### config.mk
export PLATFORM = sky130hd
export DESIGN_NAME = totient_scan_display
export DESIGN_NICKNAME = d
export VERILOG_FILES = /design/src/rtl/totient_scan_display.sv
export SDC_FILE = /design/constraint.sdc
export NUM_CORES = 1
export LEC_CHECK = 0
export CORE_UTILIZATION = 39
export CTS_BUF_LIST = sky130_fd_sc_hd__clkbuf_8
export DETAILED_ROUTE_END_ITERATION = 6
export PLACE_DENSITY = 0.7
export SYNTH_ARGS = -nofsm -noshare
export SYNTH_HDL_FRONTEND = slang
export SYNTH_SLANG_ARGS = --single-unit
### constraint.sdc
create_clock -name clk_0 -period 2.55 [get_ports clk_0]
set_input_delay 0.3825 -clock clk_0 [delete_from_list [all_inputs] [get_ports clk_0]]
set_output_delay 0.3825 -clock clk_0 [all_outputs]
set_load 0.02 [all_outputs]
### src/rtl/totient_scan_display.sv
// Two-digit multiplexed 7-segment display stage with frame-aligned value commit.
// Optional DISP_LZ_BLANK_EN blanks a leading zero in the tens position.
module totient_scan_display #(
    parameter int SCAN_DIV = 1000,
    parameter int BLANK    = 8
) (
    input  logic       clk_0,
    input  logic       R,
    input  logic [3:0] val,
    input  logic       val_valid,
    output logic       val_ready,
    output logic       A,
    output logic       B,
    output logic       C,
    output logic       D,
    output logic       E,
    output logic       F,
    output logic       G,
    output logic [1:0] AN,
    output logic       frame
);

    localparam int MAXC = (SCAN_DIV > BLANK) ? SCAN_DIV : BLANK;
    localparam int CW   = ($clog2(MAXC) > 0) ? $clog2(MAXC) : 1;
    localparam logic [CW-1:0] SHOW_LAST  = CW'(SCAN_DIV - 1);
    localparam logic [CW-1:0] BLANK_LAST = CW'(BLANK - 1);

    typedef enum logic [1:0] {
        BLANK_T,
        SHOW_T,
        BLANK_O,
        SHOW_O
    } state_t;

    state_t        state;
    logic [CW-1:0] cnt;
    logic          run;
    logic [3:0]    disp;
    logic [3:0]    pend;
    logic          pending;
    logic [6:0]    seg;

    logic          tens;
    logic [3:0]    ones;
    logic [6:0]    tens_seg;
    logic [6:0]    ones_seg;
    logic          last;
    logic          boundary;
    logic          xfer;

    function automatic logic [6:0] seg7(input logic [3:0] d);
        logic [6:0] s;
        case (d)
            4'd0:    s = 7'b1111110;
            4'd1:    s = 7'b0110000;
            4'd2:    s = 7'b1101101;
            4'd3:    s = 7'b1111001;
            4'd4:    s = 7'b0110011;
            4'd5:    s = 7'b1011011;
            4'd6:    s = 7'b1011111;
            4'd7:    s = 7'b1110000;
            4'd8:    s = 7'b1111111;
            4'd9:    s = 7'b1111011;
            default: s = 7'b0000000;
        endcase
        return s;
    endfunction

    assign tens     = (disp >= 4'd10);
    assign ones     = disp - (tens ? 4'd10 : 4'd0);
    assign ones_seg = seg7(ones);
`ifdef DISP_LZ_BLANK_EN
    assign tens_seg = tens ? seg7(4'd1) : 7'b0000000;
`else
    assign tens_seg = seg7({3'b000, tens});
`endif

    assign last = (state == SHOW_T || state == SHOW_O)
                  ? (cnt == SHOW_LAST) : (cnt == BLANK_LAST);
    assign boundary  = run && (state == SHOW_O) && last;
    assign val_ready = R && !pending;
    assign xfer      = val_valid && val_ready;

    assign {A, B, C, D, E, F, G} = seg;

    always_ff @(posedge clk_0 or negedge R) begin
        if (!R) begin
            state   <= BLANK_T;
            cnt     <= '0;
            run     <= 1'b0;
            disp    <= 4'd0;
            pend    <= 4'd0;
            pending <= 1'b0;
            seg     <= 7'b0000000;
            AN      <= 2'b00;
            frame   <= 1'b0;
        end else begin
            frame <= 1'b0;
            if (xfer) begin
                pend    <= val;
                pending <= 1'b1;
            end else if (boundary && pending) begin
                disp    <= pend;
                pending <= 1'b0;
            end
            // The first edge after reset opens the first frame in BLANK_T.
            if (!run) begin
                run <= 1'b1;
            end else if (last) begin
                cnt <= '0;
                unique case (state)
                    BLANK_T: begin
                        state <= SHOW_T;
                        AN    <= 2'b10;
                        seg   <= tens_seg;
                    end
                    SHOW_T: begin
                        state <= BLANK_O;
                        AN    <= 2'b00;
                        seg   <= 7'b0000000;
                    end
                    BLANK_O: begin
                        state <= SHOW_O;
                        AN    <= 2'b01;
                        seg   <= ones_seg;
                    end
                    SHOW_O: begin
                        state <= BLANK_T;
                        AN    <= 2'b00;
                        seg   <= 7'b0000000;
                        frame <= 1'b1;
                    end
                endcase
            end else begin
                cnt <= cnt + CW'(1);
            end
        end
    end

endmodule

Word-level counts from Yosys, hierarchy flattened
Memories as Yosys holds them, arrays and structs flattened.
Index checks and enable logic that the tools add are counted.
{"block": "word_totals", "ff_bits": 32, "romBits": 112, "input_bits": 7, "mem_count": 1}
{"block": "op_classes", "add_sub_neg": 2, "n_lt_le_gt_ge": 1, "n_eq_ne": 5, "n_mux": 12, "n_bitwise": 2, "n_reduce_logical": 12}
{"name": "(no name shown)", "words": 16, "width": 7, "read_ports": 1, "rd_ports_with_merged_regs": 0, "wr": 0, "line": "53", "rtl": "case (d)"}
{"op": "one-hot mux 7 bit (3 select lines)", "n": 1}
{"op": "one-hot mux 7 bit (2 select lines)", "n": 1}
{"op": "adder 10 x 1 -> 10 bit, second input constant", "n": 1}
{"op": "== test 10 bit, second input constant", "n": 1}
{"op": "== test 10 x 3 -> 1 bit, second input constant", "n": 1}
{"op": "two-way mux 10 bit", "n": 1}
{"op": "one-hot mux 2 bit (4 select lines)", "n": 1}
{"op": "two-way mux 1 bit", "n": 6}
{"op": "one-hot mux 2 bit (3 select lines)", "n": 1}
{"op": "logical AND 1 bit", "n": 5}
{"op": "== test 2 bit, second input constant", "n": 2}
{"op": "greater-or-equal comparator 4 bit, second input constant", "n": 1}
{"op": "two-way mux 4 bit", "n": 1}
{"op": "AND reduction 2 bit", "n": 2}
{"op": "subtractor 4 bit", "n": 1}
{"op": "== test 2 x 1 -> 1 bit, second input constant", "n": 1}
{"op": "logical NOT 2 bit", "n": 1}
{"op": "inverter 1 bit", "n": 2}
{"op": "nonzero test 2 bit", "n": 1}
{"op": "OR reduction 2 bit", "n": 1}
{"op": "logical NOT 1 bit", "n": 1}
{"op": "logical OR 1 bit", "n": 1}

Logic depth before layout (Yosys ltp)
{"block": "logic_depth", "word_depth": 7, "depth_mapped": 10, "mapped_depth_nobuf": 9}

Worst setup path after synthesis
OpenSTA, ideal clock, no wires.
{"block": "synth_path", "path_type": "register -> register", "start": "register state[0]", "end": "register disp[3]", "setup_time_ps": 128, "t_arrival_ps": 2189, "t_required_ps": 2422, "path_slack_ps": 233, "stages_incl_launch_ff": 8, "path_buffers": 1, "cell_sequence": "dfrtp_1 -> ha_1 -> or4_1 -> a221oi_2 -> and2_1 -> buf_6 -> nand3_4 -> mux2_1"}
{"block": "synth_via", "elab_chain_len": 6}
{"element": "from (decl)", "line": "35", "rtl": "state_t state;"}
{"element": "from (signal assigned)", "line": "88", "rtl": "state <= BLANK_T;"}
{"element": "from (signal assigned)", "line": "113", "rtl": "state <= SHOW_T;"}
{"element": "from (signal assigned)", "line": "118", "rtl": "state <= BLANK_O;"}
{"element": "== test 2 x 1 -> 1 bit or == test 2 bit (tied branches)", "line": "78, 80"}
{"element": "logical OR 1 bit", "line": "78", "rtl": "assign last = (state == SHOW_T || state == SHOW_O)"}
{"element": "two-way mux 1 bit", "line": "79", "rtl": "? (cnt == SHOW_LAST) : (cnt == BLANK_LAST);"}
{"element": "logical AND 1 bit *", "line": "80", "rtl": "assign boundary = run && (state == SHOW_O) && last;"}
{"element": "logical AND 1 bit *", "line": "102", "rtl": "end else if (boundary && pending) begin"}
{"element": "AND reduction 2 bit (no source line) *"}
{"element": "to (signal assigned)", "line": "103", "rtl": "disp <= pend;"}
{"element": "to (decl)", "line": "38", "rtl": "logic [3:0] disp;"}
Mark *: on every way between the ends. The rest lies on a longest branch, timed or not.
A chain may end at the register's enable or synchronous reset.

Worst setup path after layout
{"block": "layout_path", "start": "register state[1]", "end": "register disp[3]"}
Same word-level chain as after synthesis.

==> reports/metrics.cfg <==
[power_and_ir_drop]
switchingPower_w = 0.000581
p_clk_share_pct = 28.6
pwr-share-seq_pct = 40.4
p_int_w = 0.00125
vdd_drop_max_uv = 348
p_sw_share_pct = 31.8
power_density_nw_per_um2 = 897
comb_power_share_pct = 30.9
leakage_nw = 0.948

[yosys]
syn_area_um2 = 1670
synth_cells = 160
ys_warn_count = 0
synth_most_common_cell = dfrtp_1
synth_area_per_cell_um2 = 10.4
ys_seq_area_share_pct = 48.0
synth_common_cells = dfrtp_1 (32), nand2_1 (20), nor2_1 (12)
async_flop_share_pct = 100
synth_area_leader_cell = dfrtp_1
synth_edf_count = 0
netlist.area_leader.share_pct = 48.0
synthFlopType = dfrtp_1
synthesis.nets = 177
synth-seq-cells = 32
synthTopCellsByArea = dfrtp_1 (48%), ha_1 (7.5%), nand2_1 (4.5%)
synth.distinct_cells = 42

[placed_design]
io_buffers = 17
dp_cells = 226
routabilityCongestion = 0.830
hpwl_mm = 2.23

[floorplan]
die_x_um = 67.4
core-area_um2 = 4060
die-area_um2 = 4550
ioPinCount = 18
placementRows = 23
start_util_pct = 41.1
die_h_um = 67.4

[detailed_routing]
drtAntennaViolNets = 0
drt_iter0_markers = 45
wl_mm = 3.01
route.detailed.drc = 0
drt_pre_antenna_iters = 4
num_vias = 1210
avgRoutedWirePerCell_um = 12.9
vias_per_cell = 5.17

[global_route]
grt_pass1_wl_mm = 5.20
grt_pass1_vias = 1205
antenna_found_initial = 0
grt_overflow = 0
grtUsageTotal_pct = 15.7
grt_start_max_net_pins = 33

[cells_and_area]
diodes = 0
drive_gt1_share_pct = 12.0
final_net_count = 200
fillCellCount = 351
synthToLayoutAreaGrowth_pct = 22.3
layout.cells.non_filler = 234
fin_util_pct = 50.3

[sta]
fin_crit_sh_pct = 94.0
finClkSkew_ps = 8.48
slew_violations = 0
fin_tns_setup_ps = 0
hold_viol = 0
rsz0062_at_grt = false
fin_crit_ps = 2400
fmax_mhz = 417
hold-worst-slack_ps = 470
setup_viol = 0

[critical_path]
max_stage_delay_ps = 600
ff2ff_setup_slack_ps = 150
slowest_stage = or4_1
end_kind = register
path_max_fanout = 4
criticalPathCategory = reg2reg
crit_arrival_ps = 2560
startpoint_type = register
crit_required_ps = 2720
crit_chain = inv_1, ha_1, or4_1, a221oi_4, and2_1, nand3_4, mux2_1

[clock_tree]
clkTransAtPathRegs_ps = 70
cts-buffers-inserted = 5
clockBufferDepth = 2
cts_max_level = 2
cts_tree = built
clkLatencyLatePin_ps = 290
root_buffer = clkbuf_8
postCtsSetupBuffers = 0
cts_hold_buf = 0
cts_resized = 0
cts.sinks = 32

[run]
drv_cap = 0

[outcome]
status = complete, no violations

[worst_hold_path]
hold_path_class = reg2reg

[registers in the layout (all words and copies together) (netlist names)]
| register | count |
|---|---|
| cnt | 10 |
| seg | 7 |
| disp | 4 |
| pend | 4 |
| AN | 2 |
| state | 2 |
| frame | 1 |
| pending | 1 |
| run | 1 |
[worst max-delay path: cells and delay by family, from the launching register on]
family	cells	cell delay, ps
buffers and inverters	1	90
adders and majority gates	1	220
AOI/OAI and AO/OA	1	300
DFF	1	390
and+or+nand+nor	3	950
muxes	1	330
[cell type report]
| cell class | instances | area (µm²) | share of cell area, % |
|---|---|---|---|
| multi-input combinational | 115 | 825 | 40.4 |
| sequential | 32 | 801 | 39.2 |
| timing repair buffer | 20 | 193 | 9.44 |
| clock buffer | 7 | 96.3 | 4.72 |
| tap | 50 | 62.6 | 3.07 |
| inverter | 9 | 33.8 | 1.66 |
| clock inverter | 1 | 30.0 | 1.47 |
[cell usage in the layout (no fill, tap or decap), types with 2 or more instances in the layout]
master           netlist  final
nand3_1                6      6
nand2_1               20     20
mux2_4                 3      3
nor2b_1                4      4
xnor2_1                4      4
xor2_1                 4      4
inv_1                  9      9
nor2_1                12     12
o2111ai_1              3      3
clkbuf_8               0      7
mux2_2                 4      4
and3_1                 3      3
a21o_1                 3      3
buf_4                  0      3
clkdlybuf4s50_1        0     17
ha_1                  10      9
o22ai_1                2      2
nand4_1                4      4
o21ai_0                6      6
dfrtp_1               32     32
a21oi_1                2      2
nor3_1                 2      2
a31oi_1                4      4
[power groups by stage]
stage,logic (W),clock network (W),registers [W]
finish,0.000566,0.000524,0.000740
global route,0.000626,0.000556,0.000761
global placement,0.000542,0,0.000737
detailed placement,0.000553,0,0.000750
floorplan,0.000297,0,0.000791
CTS,0.000557,0.000537,0.000740
[per-layer routing]
layer  share of wire [%]  track usage [%]  vias to the layer above
li1                    -                -                      609
met1                  46             19.5                      561
met2                  47             25.1                       31
met3                 4.1             3.04                        9
met4                 2.7             9.84                        0
met5                   0                0                        -
[cell families (layout without fill, tap and decap cells)]
kind of cell,Yosys count,count (layout),synth area share (%)
muxes,9,9,6.67
adders and majority gates,10,10,7.50
AOI/OAI and AO/OA,27,27,11.3
buffers and inverters,13,37,3.45
DFF,32,32,48.0
and+or+nand+nor,60,60,18.7
other,1,1,0.225
xor gates and xnor gates,8,8,4.20
[final timing paths]
kind | start | depth (start not counted) | end
max | state[1] | 7 | disp[3]
min | AN[0] | 2 | AN[0]
max reg2reg | state[1] | 7 | disp[3]
min reg2reg | AN[0] | 2 | AN[0]
max in group asynchronous | R | 2 | AN[0]
min in group asynchronous | R | 2 | state[1]
[through the flow]
step	area (µm²)	power (W)	setup WS (ps)
3_3_place_gp	1900	0.00128	237
6_report	2040	0.00183	153
3_5_place_dp	1900	0.00130	156
4_1_cts	2030	0.00183	121
2_1_floorplan	1670	0.00109	233
5_1_grt	2040	0.00194	21.4
Note: power is estimated with default switching activity, not from simulation.
